--- config.mk ---
export PLATFORM = sky130hd
export DESIGN_NAME = counter_updown_mod
export DESIGN_NICKNAME = d
export VERILOG_FILES = /design/src/rtl/counter_pkg.sv /design/src/rtl/cnt_prescaler.sv /design/src/rtl/counter_updown_mod.sv
export SDC_FILE = /design/constraint.sdc
export NUM_CORES = 1
export LEC_CHECK = 0
export CAP_MARGIN = 20
export CORE_AREA = 2 2 39 41
export DETAILED_ROUTE_END_ITERATION = 6
export DIE_AREA = 0 0 41 43
export PLACE_DENSITY = 0.63
export SYNTH_ARGS = -nofsm -noshare
export SYNTH_HDL_FRONTEND = slang
export SYNTH_SLANG_ARGS = --single-unit
--- constraint.sdc ---
create_clock -name clk -period 1.55 [get_ports clk]
set_clock_uncertainty 0.05 [all_clocks]
set_input_delay 0.31 -clock clk [delete_from_list [all_inputs] [get_ports clk]]
set_output_delay 0.31 -clock clk [all_outputs]
set_load 0.02 [all_outputs]
--- src/rtl/counter_pkg.sv ---
// ============================================================================
// Module : counter_pkg
// Desc   : Shared mode constants and elaboration helpers for the up/down counter.
// Rev    : 1.0 - initial release
// ============================================================================
`default_nettype none

package counter_pkg;

  localparam int MODE_WRAP = 0;
  localparam int MODE_SAT  = 1;

  // Prescaler counter width; a 1-bit counter is kept even for PRESCALE <= 2.
  function automatic int clog2_min1(input int n);
    return (n <= 2) ? 1 : $clog2(n);
  endfunction

  function automatic bit params_ok(input int width, input int start_point,
                                   input int end_point, input int prescale);
    bit ok;
    ok = (width >= 1) && (width <= 32) && (start_point >= 0) &&
         (start_point <= end_point) && (prescale >= 1);
    if (ok && width < 32)
      ok = (longint'(end_point) < (longint'(1) << width));
    return ok;
  endfunction

endpackage

`default_nettype wire

--- src/rtl/cnt_prescaler.sv ---
// ============================================================================
// Module : cnt_prescaler
// Desc   : Divides enabled clock cycles by PRESCALE and flags the last one.
// Rev    : 1.0 - initial release
// ============================================================================
`default_nettype none

module cnt_prescaler
  import counter_pkg::*;
#(
  parameter int PRESCALE = 4
) (
  input  logic clk,
  input  logic clrn,
  input  logic en,
  input  logic clr,
  output logic tick
);

  localparam int                 c_pw   = clog2_min1(PRESCALE);
  localparam logic [c_pw-1:0]    c_last = c_pw'(PRESCALE - 1);

  logic [c_pw-1:0] r_cnt;

  assign tick = (r_cnt == c_last);

  always_ff @(posedge clk) begin
    if (!clrn || clr) begin
      r_cnt <= '0;
    end else if (en) begin
      r_cnt <= tick ? '0 : r_cnt + 1'b1;
    end
  end

endmodule

`default_nettype wire

--- src/rtl/counter_updown_mod.sv ---
// ============================================================================
// Module : counter_updown_mod
// Desc   : Bounded up/down counter with load, wrap/saturate and tc pulse.
//          Optional step prescaler enabled by defining CNT_PRESCALER_EN.
// Rev    : 1.0 - initial release
// ============================================================================
`default_nettype none

module counter_updown_mod
  import counter_pkg::*;
#(
  parameter int WIDTH       = 4,
  parameter int START_POINT = 0,
  parameter int END_POINT   = 9,
  parameter int SATURATE    = 0,
  parameter int PRESCALE    = 4
) (
  input  logic             clk,
  input  logic             clrn,
  input  logic             en,
  input  logic             up,
  input  logic             load,
  input  logic [WIDTH-1:0] load_val,
  output logic [WIDTH-1:0] q,
  output logic             tc,
  output logic             at_limit
);

  localparam logic [WIDTH-1:0] c_start = WIDTH'(START_POINT);
  localparam logic [WIDTH-1:0] c_end   = WIDTH'(END_POINT);
  localparam bit               c_sat   = (SATURATE == MODE_SAT);

  generate
    if (!params_ok(WIDTH, START_POINT, END_POINT, PRESCALE)) begin : g_param_check
      $error("counter_updown_mod: illegal WIDTH/START_POINT/END_POINT/PRESCALE");
    end
  endgenerate

  logic             r_tc;
  logic [WIDTH-1:0] r_q;
  logic             w_tick;
  logic             w_step;
  logic [WIDTH-1:0] w_next;
  logic [WIDTH-1:0] w_load_q;

`ifdef CNT_PRESCALER_EN
  cnt_prescaler #(
    .PRESCALE (PRESCALE)
  ) u_prescaler (
    .clk  (clk),
    .clrn (clrn),
    .en   (en),
    .clr  (load),
    .tick (w_tick)
  );
`else
  assign w_tick = 1'b1;
`endif

  assign w_step   = en & w_tick;
  assign at_limit = up ? (r_q == c_end) : (r_q == c_start);
  assign w_load_q = ((load_val >= c_start) && (load_val <= c_end)) ? load_val : c_start;

  // At a bound the counter either holds (saturate) or jumps to the opposite bound.
  always_comb begin
    w_next = r_q;
    if (up) begin
      if (r_q != c_end)  w_next = r_q + 1'b1;
      else if (!c_sat)   w_next = c_start;
    end else begin
      if (r_q != c_start) w_next = r_q - 1'b1;
      else if (!c_sat)    w_next = c_end;
    end
  end

  always_ff @(posedge clk) begin
    if (!clrn) begin
      r_q  <= c_start;
      r_tc <= 1'b0;
    end else if (load) begin
      r_q  <= w_load_q;
      r_tc <= 1'b0;
    end else if (w_step) begin
      r_q  <= w_next;
      r_tc <= at_limit;
    end else begin
      r_tc <= 1'b0;
    end
  end

  assign q  = r_q;
  assign tc = r_tc;

endmodule

`default_nettype wire

## Word-level counts from Yosys, hierarchy flattened

Index checks and enable logic that the tools add are counted.

| storage, ports and cells | value |
|---|---|
| register bits | 5 |

| operators by class | value |
|---|---|
| add/sub/neg operators | 2 |
| order comparisons | 2 |
| equality and inequality tests | 2 |
| multiplexer cells | 7 |
| bitwise logic cells | 2 |
| reductions and logical operators | 5 |

Operator list:

| cell | number |
|---|---|
| 4-bit two-way mux | 6 |
| 4-bit by 1-bit adder with 4-bit output (second input constant) | 1 |
| 4-bit == test (second input constant) | 1 |
| 4-bit by 1-bit greater-or-equal comparator with 1-bit output (second input constant) | 1 |
| 4-bit <= comparator (second input constant) | 1 |
| 4-bit zero test | 1 |
| 4-bit inequality test (second input constant) | 1 |
| 4-bit nonzero test | 1 |
| 4-bit by 1-bit subtractor with 4-bit output (second input constant) | 1 |
| 3-bit OR reduction | 1 |
| 1-bit inverter | 2 |
| 2-bit nonzero test | 1 |
| 1-bit logical AND | 1 |
| 1-bit two-way mux | 1 |

## Longest topological paths before layout

| logic depth | value |
|---|---|
| depth in word-level cells | 5 |
| mapped depth | 5 |
| mapped depth without buffers | 4 |

## Worst setup path before layout

OpenSTA, ideal clock, no wires.

| path | value |
|---|---|
| kind | flip-flop to output port |
| start | register r_q[0] (netlist: q[0]) |
| end | output at_limit |
| arrival time | 1.314 ns |
| required time | 1.190 ns |
| setup slack | -0.124 ns |
| cell stages (with the launch flop) | 4 |
| path buffers | 1 |
| path through | dfxtp_1 -> buf_6 -> or3_4 -> a211oi_2 |

| between the ends | value |
|---|---|
| cells in the longest elaborated chain, start to end | 2 |

Ends and longest elaborated chain:

| element | line | RTL |
|---|---|---|
| start: declaration | counter_updown_mod.sv:40 | `logic [WIDTH-1:0] r_q;` |
| start signal: assignment | counter_updown_mod.sv:78 | `r_q <= c_start;` |
| start signal: assignment | counter_updown_mod.sv:81 | `r_q <= w_load_q;` |
| start signal: assignment | counter_updown_mod.sv:84 | `r_q <= w_next;` |
| 4-bit == test / 4-bit zero test (equally long branches) | counter_updown_mod.sv:61 | `assign at_limit = up ? (r_q == c_end) : (r_q == c_start);` |
| 1-bit two-way mux (*) | counter_updown_mod.sv:61 |  |
| end: declaration | counter_updown_mod.sv:26 | `output logic at_limit` |

Every way passes the cells marked *; elsewhere a longest branch is shown, timed or not.

## Worst setup path in the final report

Ends and elaborated chain as after synthesis.

==> flow_metrics.tcl <==
set metrics [dict create \
    pwr-share-seq 0.320 \
    die_h_um 43 \
    die_area_um2 1760 \
    setup_viol 1 \
    cp-start-kind "flip-flop" \
    setup_ws_ns -0.126 \
    ant_nets 0 \
    antenna_found_initial 0 \
    grt_setup_unrepaired "true" \
    track_usage 0.135 \
    syn_area_um2 395 \
    comb_power_share 0.336 \
    syn_inst 49 \
    holdWs_ns 0.592 \
    routed-wl-met2_um 463 \
    syn2layout_area_growth_pct 58.5 \
    initial_core_util 0.286 \
    num_antenna_cells 0 \
    max-vdd-ir-drop_v 0.000182 \
    status "finished, violations left" \
    worstSkewPairLatency_ns 0.25 \
    cp_max_fo 2 \
    max_slew_margin 0.777 \
    synthDistinctLibCells 23 \
    post-place-ws_ns -0.750 \
    coreArea_um2 1380 \
    routed_wl_um 979 \
    hold_buffers 0 \
    slowest_stage "or3_4" \
    grt_pass1_vias 386 \
    path_clk_slew_ns 0.05 \
    stdcell_area_um2 627 \
    worst_pin_slew_ns 0.332 \
    cts_tree "yes" \
    p_total_mw 0.449 \
    syn_nets 58 \
    placed_area_um2 596 \
    p_switching_mw 0.134 \
    portBuffers 14 \
    h-tree-depth 1 \
    ios 15 \
    arrival_ns 1.32 \
    fin_tns_setup_ns -0.126 \
    end_kind "output port" \
    p_per_area_nw_per_um2 716 \
    slew_viol_final 0 \
    post-route-period-util 1.08 \
    p_sw_frac 0.298 \
    drt_iter0_drc 9 \
    die_w_um 41 \
    cp.required_ns 1.19 \
    fmax_mhz 597 \
    min_path_type "flip-flop to flip-flop" \
    cts_setup_buffers 0 \
    grt_pass1_wl_um 1540 \
    place_hpwl_um 749 \
    p_clk_frac 0.344 \
    clock_sinks 5 \
    grt_max_degree 9 \
    finalHoldViolations 0 \
    yosys_register_bits 5 \
    row_count 14 \
    drc 0 \
    vias 427 \
    period_needed_ns 1.68 \
    syn_area_per_cell_um2 8.07 \
    drtPass1Iterations 2 \
    wire_per_inst_um 11.3 \
    maxCapViolations 0 \
    grt.overflow.total 0 \
    p_int_mw 0.315 \
    top_layer "met4" \
    place_congestion 0.741 \
    crit_path_max_incr_delay_ns 0.39 \
    critPathTopFamily "simple AND/OR/NAND/NOR gates" \
    wl_met1_um 433 \
    wl_met3_um 70 \
    critPathBufInv 1 \
    ys_seq_area_frac 0.253 \
    p_leak_nw 0.314 \
    nFillCells 140 \
    drive_above_1_share 0.268 \
    ys_warn_count 0 \
    violations "setup timing" \
    path_cells "or3_4 > a211oi_4 > buf_6" \
    fin_nets 81 \
    critical_path_class "flip-flop to output port" \
    cts_inserted_buffers 3 \
    detail_route.vias_per_cell 4.91 \
    clockBufferDepth 2 \
    root_buffer "clkbuf_4" \
]
## metrics by stage
| stage | cells | utilization |
|---|---|---|
| 2_1_floorplan | 49 | - |
| 3_3_place_gp | 83 | 0.430 |
| 3_5_place_dp | 83 | 0.430 |
| 4_1_cts | 87 | 0.446 |
| 5_1_grt | 87 | 0.453 |
| 6_report | 87 | 0.453 |
## path summary, 6_finish.rpt
check	cells past startpoint	startpoint	end	slack, ns
max	3	q[0]	at_limit	-0.13
min	2	q[1]	tc	0.59
max reg2reg	5	q[1]	q[2]	0.11
min reg2reg	2	q[1]	tc	0.59
## tightest hold or removal path, delay by kind of cell (launching register included)
family           cells  cell delay, ns
AND/OR/NAND/NOR      1            0.15
flip-flops           1            0.39
AO/OA/AOI/OAI        1            0.05
## sequential cells by signal, summed over array words and instances, names as in the netlist
register,count
q,4
tc,1
## cells in the mapped netlist, drive strengths merged
master / number / area share
xor2: 2 / 0.044
or3: 1 / 0.028
o211a: 2 / 0.051
o211ai: 1 / 0.019
xnor2: 1 / 0.022
nand2: 3 / 0.028
o2111ai: 1 / 0.022
dfxtp: 5 / 0.25
a211oi: 1 / 0.032
nor2: 4 / 0.038
a21oi: 1 / 0.013
a2111o: 1 / 0.028
buf: 3 / 0.085
and2: 1 / 0.016
and3: 4 / 0.063
clkbuf: 3 / 0.028
mux2i: 1 / 0.025
o32ai: 1 / 0.022
nand3: 4 / 0.051
nor2b: 1 / 0.016
nor3: 3 / 0.038
o21ai: 3 / 0.038
nand3b: 2 / 0.038
## final cells by class
class	count	area [um2]	area share
clock buffers	4	26.3	0.0419
multi-input cells	38	265	0.423
flip-flops and latches	5	103	0.164
repair buffers	24	213	0.339
well taps	16	20.0	0.0319
## cells by family after synthesis
kind of cell,share of synthesized area
AOI/OAI and AO/OA,0.225
xor gates and xnor gates,0.0665
buffers and inverters,0.114
DFF,0.253
muxes,0.0253
and+or+nand+nor,0.316
## layer usage
| metal | GRT usage | up-vias |
|---|---|---|
| li1 | - | 222 |
| met1 | 0.144 | 192 |
| met2 | 0.203 | 11 |
| met3 | 0.0524 | 2 |
| met4 | 0.100 | 0 |
| met5 | 0 | - |
## power by group through the flow
| stage | Sequential [mW] | Clock (mW) | Combinational [mW] |
|---|---|---|---|
| floorplan | 0.154 | 0 | 0.0824 |
| global placement | 0.146 | 0 | 0.152 |
| detailed placement | 0.146 | 0 | 0.153 |
| CTS | 0.144 | 0.160 | 0.150 |
| global route | 0.145 | 0.172 | 0.165 |
| finish | 0.144 | 0.154 | 0.151 |
## layout by cell type, fill, tap and decap left out, types with 3 or more instances in the layout
cell,instances
and3_1,4
buf_4,10
clkbuf_4,3
clkdlybuf4s50_1,7
dfxtp_1,3
dlygate4sd2_1,5
nand2_1,3
nand3_1,4
nor2_1,4
nor3_1,3
o21ai_0,3
## timing repair
action	in CTS	in global routing
resized for setup	11	2
pin swaps	1	2
setup endpoints to repair	6	3
hold endpoints to repair	0	0
gates cloned	0	0
(Power assumes the default switching activity.)
